**src/rtl/mips_pkg.sv**
```systemverilog
// mips_pkg: shared types and constants for the 16-bit five-stage MIPS pipeline
// control. Holds the hazard controller state encoding, instruction field
// positions, register address width and the canned strobe sets that the
// hazard controller drives onto the PC / IF_ID / ID_EX / EX_MEM registers.
package mips_pkg;

  typedef enum logic [1:0] {
    ST_RUN        = 2'd0,
    ST_LOAD_STALL = 2'd1,
    ST_MEM_WAIT   = 2'd2,
    ST_ERROR      = 2'd3
  } state_e;

  // Instruction field MSB positions (rs = [12:10], rt = [9:7], rd = [6:4]).
  localparam int unsigned RS_MSB       = 12;
  localparam int unsigned RT_MSB       = 9;
  localparam int unsigned RD_MSB       = 6;
  localparam int unsigned REG_ADDR_W   = 3;

  localparam int unsigned WAIT_CNT_W   = 8;
  localparam int unsigned BUBBLE_CNT_W = 2;
  localparam int unsigned PERF_CNT_W   = 16;

  // Pipeline strobe bundle driven by the hazard controller.
  typedef struct packed {
    logic pc_write;
    logic ifid_write;
    logic ifid_flush;
    logic idex_flush;
    logic exmem_flush;
    logic pipe_hold;
  } ctrl_t;

  // Free-running pipeline.
  localparam ctrl_t CTRL_DEFAULT = '{pc_write: 1'b1, ifid_write: 1'b1, ifid_flush: 1'b0,
                                     idex_flush: 1'b0, exmem_flush: 1'b0, pipe_hold: 1'b0};
  // Reset: freeze fetch, clear every stage to NOP.
  localparam ctrl_t CTRL_RESET   = '{pc_write: 1'b0, ifid_write: 1'b0, ifid_flush: 1'b1,
                                     idex_flush: 1'b1, exmem_flush: 1'b1, pipe_hold: 1'b0};
  // Load-use bubble: hold PC and IF_ID, inject a bubble into ID_EX.
  localparam ctrl_t CTRL_STALL   = '{pc_write: 1'b0, ifid_write: 1'b0, ifid_flush: 1'b0,
                                     idex_flush: 1'b1, exmem_flush: 1'b0, pipe_hold: 1'b0};
  // Taken branch: load target into PC, squash the three wrong-path stages.
  localparam ctrl_t CTRL_FLUSH   = '{pc_write: 1'b1, ifid_write: 1'b1, ifid_flush: 1'b1,
                                     idex_flush: 1'b1, exmem_flush: 1'b1, pipe_hold: 1'b0};
  // Memory wait / error: freeze everything.
  localparam ctrl_t CTRL_HOLD    = '{pc_write: 1'b0, ifid_write: 1'b0, ifid_flush: 1'b0,
                                     idex_flush: 1'b0, exmem_flush: 1'b0, pipe_hold: 1'b1};

endpackage

```
**src/rtl/mem_watchdog.sv**
```systemverilog
// mem_watchdog: counts consecutive data-memory wait cycles and flags a hung
// memory.
//   clk, rst      : clock, synchronous active-high reset
//   start         : first held cycle of a memory wait (loads count with 1)
//   in_wait       : controller is in MEM_WAIT
//   dmem_ready    : memory completes the access this cycle
//   timeout_c     : combinational, limit reached while still not ready
//   mem_err       : sticky error flag, cleared only by rst
module mem_watchdog
  import mips_pkg::*;
#(
  parameter int unsigned MEM_TIMEOUT = 15
) (
  input  logic clk,
  input  logic rst,
  input  logic start,
  input  logic in_wait,
  input  logic dmem_ready,
  output logic timeout_c,
  output logic mem_err
);

  logic [WAIT_CNT_W-1:0] wait_cnt_q, wait_cnt_d;
  logic                  mem_err_q, mem_err_d;

  // Ready on the limit cycle wins over the timeout.
  assign timeout_c = in_wait & ~dmem_ready & (wait_cnt_q == WAIT_CNT_W'(MEM_TIMEOUT));

  // Wait counter and sticky error next-state.
  always_comb begin
    wait_cnt_d = wait_cnt_q;
    mem_err_d  = mem_err_q | timeout_c;
    if (start) begin
      wait_cnt_d = WAIT_CNT_W'(1);
    end else if (in_wait) begin
      if (dmem_ready) wait_cnt_d = '0;
      else            wait_cnt_d = wait_cnt_q + WAIT_CNT_W'(1);
    end
  end

  always_ff @(posedge clk) begin
    if (rst) begin
      wait_cnt_q <= '0;
      mem_err_q  <= 1'b0;
    end else begin
      wait_cnt_q <= wait_cnt_d;
      mem_err_q  <= mem_err_d;
    end
  end

  assign mem_err = mem_err_q;

endmodule

```
**src/rtl/hazard_ctrl.sv**
```systemverilog
// hazard_ctrl: pipeline sequencing controller for the five-stage MIPS core.
// Detects load-use hazards (bubbles), flushes wrong-path work on a taken
// branch, freezes the pipe during data-memory waits and traps a hung memory.
//   Inputs : clk, rst (sync, active-high), ifid_rs/ifid_rt/ifid_uses_rt,
//            idex_mem_read/idex_rt, branch_taken, dmem_req, dmem_ready
//   Outputs: pc_write, ifid_write, ifid_flush, idex_flush, exmem_flush,
//            pipe_hold (combinational from state + inputs), mem_err (sticky)
// Optional: define HAZARD_PERF_CNT_EN to add saturating 16-bit counters
//           stall_cycles, flush_events and memwait_cycles.
module hazard_ctrl
  import mips_pkg::*;
#(
  parameter int unsigned LOAD_BUBBLES = 1,
  parameter int unsigned MEM_TIMEOUT  = 15
) (
  input  logic                  clk,
  input  logic                  rst,
  input  logic [REG_ADDR_W-1:0] ifid_rs,
  input  logic [REG_ADDR_W-1:0] ifid_rt,
  input  logic                  ifid_uses_rt,
  input  logic                  idex_mem_read,
  input  logic [REG_ADDR_W-1:0] idex_rt,
  input  logic                  branch_taken,
  input  logic                  dmem_req,
  input  logic                  dmem_ready,
  output logic                  pc_write,
  output logic                  ifid_write,
  output logic                  ifid_flush,
  output logic                  idex_flush,
  output logic                  exmem_flush,
  output logic                  pipe_hold,
  output logic                  mem_err
`ifdef HAZARD_PERF_CNT_EN
  ,
  output logic [15:0]           stall_cycles,
  output logic [15:0]           flush_events,
  output logic [15:0]           memwait_cycles
`endif
);

  state_e                  state_q, state_d;
  state_e                  ret_state_q, ret_state_d;
  logic [BUBBLE_CNT_W-1:0] bubble_cnt_q, bubble_cnt_d;
  ctrl_t                   ctrl;
  logic                    load_use_c;
  logic                    mem_wait_c;
  logic                    wd_start;
  logic                    wd_timeout_c;

  // $0 is deliberately not excluded: a conservative stall is acceptable.
  assign load_use_c = idex_mem_read &
                      ((idex_rt == ifid_rs) | (ifid_uses_rt & (idex_rt == ifid_rt)));
  assign mem_wait_c = dmem_req & ~dmem_ready;

  // Next-state and strobe decode; mem wait > branch > load-use.
  always_comb begin
    ctrl         = CTRL_DEFAULT;
    state_d      = state_q;
    ret_state_d  = ret_state_q;
    bubble_cnt_d = bubble_cnt_q;
    wd_start     = 1'b0;
    unique case (state_q)
      ST_RUN, ST_LOAD_STALL: begin
        if (mem_wait_c) begin
          // Pending bubbles survive the wait and resume afterwards.
          ctrl        = CTRL_HOLD;
          state_d     = ST_MEM_WAIT;
          ret_state_d = state_q;
          wd_start    = 1'b1;
        end else if (branch_taken) begin
          ctrl         = CTRL_FLUSH;
          state_d      = ST_RUN;
          bubble_cnt_d = '0;
        end else if (state_q == ST_LOAD_STALL) begin
          ctrl         = CTRL_STALL;
          bubble_cnt_d = bubble_cnt_q - BUBBLE_CNT_W'(1);
          state_d      = (bubble_cnt_q > BUBBLE_CNT_W'(1)) ? ST_LOAD_STALL : ST_RUN;
        end else if (load_use_c) begin
          ctrl = CTRL_STALL;
          if (LOAD_BUBBLES > 1) begin
            state_d      = ST_LOAD_STALL;
            bubble_cnt_d = BUBBLE_CNT_W'(LOAD_BUBBLES - 1);
          end
        end
      end
      ST_MEM_WAIT: begin
        if (dmem_ready) begin
          state_d = ret_state_q;
        end else begin
          ctrl = CTRL_HOLD;
          if (wd_timeout_c) state_d = ST_ERROR;
        end
      end
      ST_ERROR: begin
        ctrl = CTRL_HOLD;
      end
      default: begin
        state_d = ST_RUN;
      end
    endcase
    if (rst) ctrl = CTRL_RESET;
  end

  always_ff @(posedge clk) begin
    if (rst) begin
      state_q      <= ST_RUN;
      ret_state_q  <= ST_RUN;
      bubble_cnt_q <= '0;
    end else begin
      state_q      <= state_d;
      ret_state_q  <= ret_state_d;
      bubble_cnt_q <= bubble_cnt_d;
    end
  end

  mem_watchdog #(
    .MEM_TIMEOUT(MEM_TIMEOUT)
  ) u_mem_watchdog (
    .clk       (clk),
    .rst       (rst),
    .start     (wd_start),
    .in_wait   (state_q == ST_MEM_WAIT),
    .dmem_ready(dmem_ready),
    .timeout_c (wd_timeout_c),
    .mem_err   (mem_err)
  );

  assign pc_write    = ctrl.pc_write;
  assign ifid_write  = ctrl.ifid_write;
  assign ifid_flush  = ctrl.ifid_flush;
  assign idex_flush  = ctrl.idex_flush;
  assign exmem_flush = ctrl.exmem_flush;
  assign pipe_hold   = ctrl.pipe_hold;

`ifdef HAZARD_PERF_CNT_EN
  logic [PERF_CNT_W-1:0] stall_cycles_q, stall_cycles_d;
  logic [PERF_CNT_W-1:0] flush_events_q, flush_events_d;
  logic [PERF_CNT_W-1:0] memwait_cycles_q, memwait_cycles_d;
  logic                  stall_ev, flush_ev, hold_ev;

  // A bubble is idex_flush without the branch squash of EX_MEM.
  assign stall_ev = ~rst & ctrl.idex_flush & ~ctrl.exmem_flush;
  assign flush_ev = ~rst & ctrl.exmem_flush;
  assign hold_ev  = ~rst & ctrl.pipe_hold;

  // Saturating event counters.
  always_comb begin
    stall_cycles_d   = stall_cycles_q;
    flush_events_d   = flush_events_q;
    memwait_cycles_d = memwait_cycles_q;
    if (stall_ev && (stall_cycles_q != '1))   stall_cycles_d   = stall_cycles_q + PERF_CNT_W'(1);
    if (flush_ev && (flush_events_q != '1))   flush_events_d   = flush_events_q + PERF_CNT_W'(1);
    if (hold_ev && (memwait_cycles_q != '1))  memwait_cycles_d = memwait_cycles_q + PERF_CNT_W'(1);
  end

  always_ff @(posedge clk) begin
    if (rst) begin
      stall_cycles_q   <= '0;
      flush_events_q   <= '0;
      memwait_cycles_q <= '0;
    end else begin
      stall_cycles_q   <= stall_cycles_d;
      flush_events_q   <= flush_events_d;
      memwait_cycles_q <= memwait_cycles_d;
    end
  end

  assign stall_cycles   = stall_cycles_q;
  assign flush_events   = flush_events_q;
  assign memwait_cycles = memwait_cycles_q;
`endif

endmodule

```
**config.mk**
```make
export PLATFORM = sky130hd
export DESIGN_NAME = hazard_ctrl
export DESIGN_NICKNAME = d
export VERILOG_FILES = /design/src/rtl/mips_pkg.sv /design/src/rtl/mem_watchdog.sv /design/src/rtl/hazard_ctrl.sv
export SDC_FILE = /design/constraint.sdc
export NUM_CORES = 1
export LEC_CHECK = 0
export ABC_AREA = 1
export CAP_MARGIN = 20
export CORE_MARGIN = 2
export CORE_UTILIZATION = 25
export DETAILED_ROUTE_END_ITERATION = 7
export PLACE_DENSITY = 0.43
export RECOVER_POWER = 100
export SLEW_MARGIN = 20
export SYNTH_ARGS = -nofsm -noshare
export SYNTH_HDL_FRONTEND = slang
export SYNTH_SLANG_ARGS = --single-unit
```
**constraint.sdc**
```tcl
create_clock -name clk -period 1.4 [get_ports clk]
set_input_delay 0.28 -clock clk [delete_from_list [all_inputs] [get_ports clk]]
set_output_delay 0.28 -clock clk [all_outputs]
set_load 0.005 [all_outputs]
```
Word-level counts from Yosys, hierarchy flattened
Cells that the tools add are included.
W data, S select, Z words.

cells by class
  add/subtract/negate cells = 2
  $lt $le $gt $ge = 1
  equality and inequality tests = 8
  multiplexer cells = 21
  bitwise operators = 9
  reductions and logical operators = 9

operators with widths
  cell                   count
  $mux W6                6
  $pmux W6 S3            1
  $mux W2                7
  $add A8 B1 Y8 const B  1
  $eq A8 B4 Y1 const B   1
  $mux W8                1
  $eq A3 B3 Y1           2
  $reduce_and A3 Y1      2
  $reduce_bool A2 Y1     3
  $and A1 B1 Y1          5
  $mux W1                5
  $eq A2 B2 Y1 const B   2
  $ne A4 B4 Y1 const B   1
  $pmux W2 S2            1
  $reduce_or A2 Y1       2
  $ne A3 B3 Y1 const B   1
  $eq A2 B1 Y1 const B   1
  $gt A2 B1 Y1 const B   1
  $logic_not A2 Y1       1
  $not A1 Y1             2
  $or A1 B1 Y1           2
  $reduce_and A2 Y1      1
  $sub A2 B1 Y2 const B  1

word-level totals
  flip-flop bits (word level) = 15
  bits of input ports = 16
  output and inout bits = 7

Logic depth before layout (Yosys ltp)
Gate-level depths: netlist of run 1.

  word-level depth = 10
  mapped depth = 12
  depth with buffers taken out = 11

By module
A second synthesis of run 1 with hierarchy kept.

unflattened totals
  cell total of the unflattened synthesis = 163
  area total of the unflattened synthesis = 999.7 sq um

by module, submodules not included
  module        times used  cells each  area an instance (sq um)
  hazard_ctrl   1           88          506.7
  mem_watchdog  1           75          493.0

Least setup slack after synthesis of run 1
Ideal clock, no wire load.

  kind = input to output
  from = input port ifid_rt[0]
  to = output port pc_write
  arrival time = 1.053 ns
  slack = 0.067 ns
  stages on the path = 12
  cell sequence = inv_1 nand2_1 nand2_1 nor2_1 nand2_1 nand2_1 nand2_1 nand2_1 nand2_1 nand2_1 a21oi_1 buf_4

on the way
  longest elaborated chain between the ends = 10

ends and longest elaborated chain
  item           RTL line            source
  from (decl)    hazard_ctrl.sv:19   input logic [REG_ADDR_W-1:0] ifid_rt,
  $eq A3 B3 Y1   hazard_ctrl.sv:52   ((idex_rt == ifid_rs) | (ifid_uses_rt & (idex_rt == ifid_rt)));
  $and A1 B1 Y1  hazard_ctrl.sv:52
  $or A1 B1 Y1   hazard_ctrl.sv:52
  $and A1 B1 Y1  hazard_ctrl.sv:51   assign load_use_c = idex_mem_read &
  $mux W6        hazard_ctrl.sv:78   end else if (load_use_c) begin
  $mux W6        hazard_ctrl.sv:74   end else if (state_q == ST_LOAD_STALL) begin
  $mux W6        hazard_ctrl.sv:70   end else if (branch_taken) begin
  $mux W6        hazard_ctrl.sv:64   if (mem_wait_c) begin
  $pmux W6 S3    hazard_ctrl.sv:62   unique case (state_q)
  $mux W6        hazard_ctrl.sv:101  if (rst) ctrl = CTRL_RESET;
  to (decl)      hazard_ctrl.sv:26   output logic pc_write,

No other way between the ends.

Final worst setup path of run 1
  from = register state_q[1]
  to = output port idex_flush

on the way
  longest elaborated chain between the ends = 6
  elaborated cells between the ends (all ways) = 10

ends and longest elaborated chain
  item                    RTL line                              source
  from (decl)             hazard_ctrl.sv:41                     state_e state_q, state_d;
  from (signal assigned)  hazard_ctrl.sv:110                    state_q <= state_d;
  $eq A2 B1 Y1            hazard_ctrl.sv:62, hazard_ctrl.sv:74
  $mux W6                 hazard_ctrl.sv:74
  $mux W6                 hazard_ctrl.sv:70
  $mux W6                 hazard_ctrl.sv:64
  $pmux W6 S3 *           hazard_ctrl.sv:62
  $mux W6 *               hazard_ctrl.sv:101
  to (decl)               hazard_ctrl.sv:29                     output logic idex_flush,

Every way passes the cells marked *; elsewhere a longest branch is shown, timed or not.

==> results summary, run 1 <==
The run finished, with violations left. The checks that failed: negative setup slack. The net count after synthesis is 159.

For this run, the detailed router's first-pass iteration total came to 4. In this run, synthesis inferred 0 flip-flops with an integrated enable. The largest clock skew in the final design came out at 0.00683 ns.

The number of global-route vias before repair is 1025. The initial antenna violation count is 0. The worst register-to-register path has a depth of 11. Hold repair after CTS inserted 0 buffers. The slew at the pin closest to its max-slew limit came out at 0.390 ns. The number of DRC violations after detailed-routing iteration 0 came out at 34. The die covers 4240 um^2.

The first-pass GRT wire length came out at 4.16 mm. The count of nets after finishing is 213. Global routing finished with a remaining overflow of 0. For this configuration, the core starts out at a cell density of 0.257. The height of the die is 65.1 um.

The cell area after placement came out at 1340 um^2. The post-detailed-route via-to-cell ratio is 4.23. The share of post-route cells with drive strength above 1 is 0.462. The insertion delay of the later-clocked pin in the worst-skew pair is 0.25 ns. The critical path is of the reg -> out type. Of the post-synthesis cell area, the dominant cell type holds 0.321. Setup repair after global routing could not meet its margin everywhere. STA classifies the critical path startpoint as a flop. The number of clock buffers inserted by TritonCTS is 3. The signal on the critical path passes through inv_4, nand2_4, a21oi_2, or2_1, o21bai_1, buf_2. The total of warnings raised by yosys came out at 0. For this design the static power due to leakage is 0.724 nW.

0 antenna diodes ended up in the layout. After routing the design area is 1510 um^2. The peak ir drop on the vdd network came out at 0.437 mV. The final non-filler cell total is 243. The biggest area contributor in the post-synthesis netlist is dfxtp_1. The final count of hold timing violations is 0. The clock passes through at most 2 buffers. The number of distinct library cell variants in the gate-level netlist after synthesis is 26. The total number of clock tree sinks is 15.

The overall routed net length came out at 2.45 mm. The post-detailed-route wirelength per cell is 10.1 um. The tree is rooted in a clkbuf_8. The cell family contributing the most delay on the critical path is flip-flops. The largest stage delay on the critical path came out at 0.35 ns. Setup violations remaining at the end of the flow were counted as 6. The detail route stage leaves a number of antenna-violating nets equal to 0. The congestion estimate from routability-driven global placement came to 0.828. The post-placement cell count came out at 229. The power density of the placed cells came out at 805 nW/um^2. The number of remaining DRC errors is 0. Once routing completed, OpenROAD measured the worst setup slack at -0.126 ns.

The leading cell type by number of instances after synthesis is nand2_1. The fraction of registers with async set/reset came out at 0. The area growth from synthesis to layout is 62.0%.

The gate count after technology mapping came out at 142. The remaining max-slew budget at the tightest pin is 0.738. The arrival time reported for the critical path endpoint came out at 1.25 ns. The leading register cell type out of synthesis is dfxtp_1. The most critical setup path has its endpoint at idex_flush. The pin count of the biggest net entering global routing is 10.

Pin placement for this block handled 23 I/O pins. The max-slew violation count came out at 0. The overall die width came out at 65.1 um. After synthesis, the cell types taking the most area are dfxtp_1 (32%), nand2_1 (14%), inv_1 (9.6%), nor2_1 (6.4%), nor3_2 (5.4%). The fraction of the yosys area taken by sequential cells came out at 0.321. TritonCTS built the clock tree.

The post-synthesis instance area came out at 935 um^2. The global routing usage summed across all routing layers is 0.126. Tracing the worst setup path back leads to its startpoint at state_q[1]. The site row count came out at 22.

The standard cell with the maximum stage delay on the critical path is dfxtp_2. The startpoint identified for the worst register-to-register timing path is state_q[1]. The fmax is 0.655 GHz.

The combined buffer and inverter count along the critical path came out at 2. Summed over all nets, the half-perimeter wirelength after detailed placement is 1.81 mm. The reg-to-reg setup timing slack is 0 ns. The per-instance average area after synthesis came out at 6.58 um^2.

The total of buffers placed on input and output ports is 22. Clock-pin slew was measured on the worst setup and hold paths at 0.06 ns. The worst setup path is captured at a primary output. The routed layout has 1029 vias. In this run the number of H-tree levels came out at 1. The area of the core region came out at 3630 um^2.

Ranked by instance count, the synthesized netlist is headed by nand2_1 (34), inv_1 (24), nor2_1 (16), dfxtp_1 (15), a21oi_1 (9). The fraction of the cycle the final worst path needs is 1.09. The number of synthesized register bits is 15. The worst flop-to-flop path endpoint is state_q[0].

The tool flagged a number of max-cap violations equal to 0. The post-route minimum period came out at 1.53 ns. The instance count on the critical path came out at 6. Along the worst path, the maximum fanout reaches 4.

The min-delay analysis places its worst path in the category reg -> reg. The overall power came out at 1.22 mW. The required time reported for the critical path endpoint came out at 1.12 ns.
## layout by cell type (no fill, tap or decap), types with 2 or more instances in the layout
cell type	synthesis	routed
nand2_1	34	31
buf_4	2	25
inv_1	24	18
nor2_1	16	15
buf_2	0	15
dfxtp_1	15	12
inv_2	3	8
a21oi_1	9	6
nor3_2	5	5
a21oi_2	1	4
nor3_1	6	4
buf_6	0	4
nor2_4	2	3
nand2_4	0	3
nand3_1	5	3
xor2_1	3	3
clkbuf_8	0	3
dfxtp_2	0	3
nand3_2	1	2
nand2_2	2	2
o21ai_0	4	2
nor3_4	0	2
dlygate4sd2_1	0	2
clkdlybuf4s50_1	0	2
## layer usage
layer	share of wire	GRT usage
met4	0.015	0.0547
met2	0.53	0.224
met3	0.029	0.0360
met5	0	0
met1	0.43	0.139
## worst reg2reg max path: stages (launching register included)
cell	delay, ns
dfxtp_2	0.35
inv_4	0.05
buf_6	0.11
nor2_4	0.11
buf_6	0.14
inv_8	0.05
nor2_4	0.10
nand3_4	0.10
nand2_4	0.12
nand3_2	0.05
nand2_1	0.06
nor2_1	0.04
## kinds of logic after synthesis
group,count (synthesis),synth area share
buffers and inverters,31,0.135
adders and majority gates,1,0.0134
and+or+nand+nor,74,0.382
DFF,15,0.321
xor gates and xnor gates,4,0.0375
AOI/OAI and AO/OA,17,0.111
## where the power goes
part | total (mW) | leakage [nW] | internal (mW) | switching, mW
sequential | 0.469 | 0.123 | 0.449 | 0.0203
clock | 0.362 | 0.0255 | 0.197 | 0.165
combinational | 0.388 | 0.576 | 0.197 | 0.191
total | 1.22 | 0.724 | 0.843 | 0.376
## layout make-up
cell class	instances	area [um^2]
Multi-Input combinational cell	96	618
Fill cell	400	2120
Tap cell	48	60.1
Clock buffer	3	41.3
Clock inverter	1	5.00
Timing Repair Buffer	51	367
Inverter	29	119
Sequential cell	15	304
## flip-flops by register name, indices dropped and copies added, names as in the netlist
register and cells:
bubble_cnt_q 2, state_q 2, u_mem_watchdog.mem_err 1, u_mem_watchdog.wait_cnt_q 8, ret_state_q 2
## what timing repair did
action	in CTS	in global routing
hold endpoints to repair	0	0
pin swaps	21	14
setup buffers	9	2
gates resized for setup	90	25
setup endpoints to repair	6	13
## worst min-delay path by stage
stage                        start                      to  cells past startpoint
floorplan                      rst  u_mem_watchdog.mem_err                      1
global placement    ret_state_q[1]          ret_state_q[1]                      2
detailed placement  ret_state_q[1]          ret_state_q[1]                      2
CTS                 ret_state_q[1]          ret_state_q[1]                      2
global route        ret_state_q[1]          ret_state_q[1]                      2
finish              ret_state_q[1]          ret_state_q[1]                      2
## stage by stage
step / worst slack [ns] / hold slack [ns] / utilization / setup TNS (ns)
4_1_cts: -0.162 / 0.443 / 0.396 / -0.655
2_1_floorplan: 0.0668 / 0.349 / - / 0
5_1_grt: -0.175 / 0.470 / 0.417 / -1.11
6_report: -0.126 / 0.441 / 0.417 / -0.409
3_5_place_dp: -0.890 / 0.432 / 0.369 / -7.00
3_3_place_gp: -0.869 / 0.429 / 0.369 / -7.08
Note: power is estimated with default switching activity, not from simulation.
==> run 2: changes to the inputs <==
- TNS_END_PERCENT: unset -> 20
==> run 2 against run 1 <==
Net effect:
- register-to-register slack better by 0.14 ns
- cell count is 1.2% lower
- maximum frequency is 0.58% lower
- sequential cell count stayed put
- design area is 5.2% lower
- setup slack worse by 0.0089 ns
- sequential power hardly changed
- hold slack hardly changed
- clock skew is 0.0026 ns lower
- via count is 2.9% lower
- utilization is 2.2 points lower
- count of clock-buffer cells in the layout stayed put
- the flow still finishes with violations (negative setup slack)
==> results summary, run 2 (synthesized netlist as in run 1, its figures left out) <==
Across every metal layer, demand over resource in global routing totals 0.124. In this run, the number of DRC markers left after iteration 0 of detailed routing was 45. Before antenna repair, the detailed router went through 3 iterations. The total leakage power came out at 0.669 nW.

The net count of the finished layout is 210. The overall routed net length is 2.40 mm. The number of global-route vias before repair came out at 1001. The net switching power figure came out at 0.363 mW. The site row count is 22. Walking the worst path, the cells encountered are inv_4, nand2_4, a21oi_2, or2_1, o21bai_1, buf_2. The number of diodes is 0. The height of the die came out at 65.1 um.

Of the total power, combinational logic draws 0.300. The top cell types in the final layout, fill and taps aside, are nand2_1 (31), buf_4 (25), inv_1 (20). The register with the most flip-flops in the layout has 8 of them. The final count of hold timing violations is 0. The global-route congestion overflow total came out at 0. The least setup slack across all paths after layout is -0.134 ns. The run finished, with violations left. The required time reported for the critical path endpoint is 1.12 ns. The total of buffers placed on input and output ports came out at 22. The root buffer cell chosen for the clock tree is clkbuf_8. The highest fanout seen on the critical path is 4. The power density of the placed cells is 829 nW/um^2. In this design, the stage delay of the slowest critical-path cell is 0.35 ns. The portion of total power attributed to the clock network is 0.305. Entering global routing, the biggest net connects 10 pins. The fraction of power spent switching nets came out at 0.305. For this configuration, the core starts out at a cell density of 0.257. The share of total power dissipated in sequential elements is 0.395.

The max-slew violation count is 0. The overall power is 1.19 mW. The total number of clock tree sinks came out at 15. The HPWL reported at the end of detailed placement came out at 1.81 mm. The number of vias in the routed layout came out at 999. The final non-filler cell total came out at 240. The post-route minimum period came out at 1.53 ns. The post-detailed-route wirelength per cell is 9.98 um. TritonCTS built the clock tree.

The worst setup path category is reg -> out. The cell family contributing the most delay on the critical path is flip-flops. The fraction of the cycle the final worst path needs came out at 1.10. u_mem_watchdog.wait_cnt_q holds more flip-flops than any other register. The share of post-route cells with drive strength above 1 came out at 0.422. The number of clock buffers inserted by TritonCTS is 3. In the routed layout, each cell is associated on average with a via count of 4.16. The overall die width is 65.1 um.

The initial antenna violation count is 0. The final reports fail on negative setup slack. The slew at the pin closest to its max-slew limit is 0.353 ns. The internal portion of the total power is 0.827 mW. The number of placed instances, taps included, is 229.

The worst setup path is captured at a primary output. 23 I/O pins were placed. The fmax came out at 0.652 GHz.

The area of the core region is 3630 um^2. The insertion delay of the later-clocked pin in the worst-skew pair is 0.25 ns. The sort of element at the start of the critical path is a flop.

Together, buffers and inverters on the worst path number 2. The largest buffer count on any clock path came out at 2. The number of remaining DRC errors came out at 0. The area enclosed by the die boundary is 4240 um^2. On the critical path, the stage with the largest delay is an instance of dfxtp_2. Setup violations remaining at the end of the flow were counted as 6.

The arrival time reported for the critical path endpoint came out at 1.25 ns. The first global-routing pass estimated 4.09 mm of wire. Setup repair after global routing could not meet its margin everywhere. The largest clock skew in the final design is 0.00426 ns. The H-tree depth is 1. The remaining max-slew budget at the tightest pin came out at 0.763. The max-cap check violation count came out at 0. Leaving out fill and tap cells, the most frequent cell in the layout is nand2_1. The tightest min-delay check is of the reg -> reg type. The number of buffers added to fix hold violations after cts came out at 0. The routability congestion estimate from global placement is 0.828. The clock input transition at the sequential cells of the worst setup and hold paths is 0.06 ns. The number of nets with antenna violations after routing is 0.

The area growth from synthesis to layout came out at 53.5%. VDD sags by at most 0.446 mV.
run 2: per-stage QoR:
stage / hold slack [ns] / setup TNS [ns] / setup slack (ns) / utilization / instance area [um^2]
3_3_place_gp: 0.429 / -7.08 / -0.869 / 0.369 / 1340
3_5_place_dp: 0.432 / -7.00 / -0.890 / 0.369 / 1340
5_1_grt: 0.470 / -0.793 / -0.186 / 0.395 / 1440
6_report: 0.441 / -0.407 / -0.134 / 0.395 / 1440
2_1_floorplan: 0.349 / 0 / 0.0668 / - / 935
4_1_cts: 0.443 / -0.699 / -0.167 / 0.391 / 1420
run 2: area by class of cell:
type / instances / area [um^2]
Sequential cell: 15 / 307
Multi-Input combinational cell: 96 / 568
Tap cell: 48 / 60.1
Inverter: 29 / 116
Fill cell: 411 / 2200
Timing Repair Buffer: 48 / 338
Clock buffer: 3 / 41.3
Clock inverter: 1 / 5.00
run 2: worst paths after layout:
path / end / cells past startpoint / from / slack, ns
worst min-delay path: ret_state_q[1] / 2 / ret_state_q[1] / 0.44
worst max register to register: state_q[1] / 10 / state_q[1] / 0.14
worst min register to register: ret_state_q[1] / 2 / ret_state_q[1] / 0.44
worst max-delay path: idex_flush / 6 / state_q[1] / -0.13
run 2: layer usage:
layer	up-vias	track usage	part of all wire
met4	0	0.0495	0.0088
met1	446	0.138	0.43
met3	2	0.0360	0.031
li1	539	-	-
met5	-	0	0
met2	12	0.222	0.53
run 2: worst min-delay path, cell delays in order, from the launching register on:
cell,delay [ns]
dfxtp_1,0.30
inv_1,0.06
nor2_1,0.04
run 2: power by group through the flow:
stage | clock (mW) | combinational, mW | sequential (mW)
floorplan | 0 | 0.164 | 0.471
global route | 0.398 | 0.399 | 0.472
detailed placement | 0 | 0.333 | 0.475
finish | 0.363 | 0.357 | 0.470
CTS | 0.384 | 0.341 | 0.468
global placement | 0 | 0.332 | 0.475
run 2: repair_timing:
| item | CTS | global route |
|---|---|---|
| setup endpoints to repair | 6 | 10 |
| buffers inserted | 5 | 2 |
| pin swaps | 18 | 16 |
| gates resized for setup | 64 | 25 |
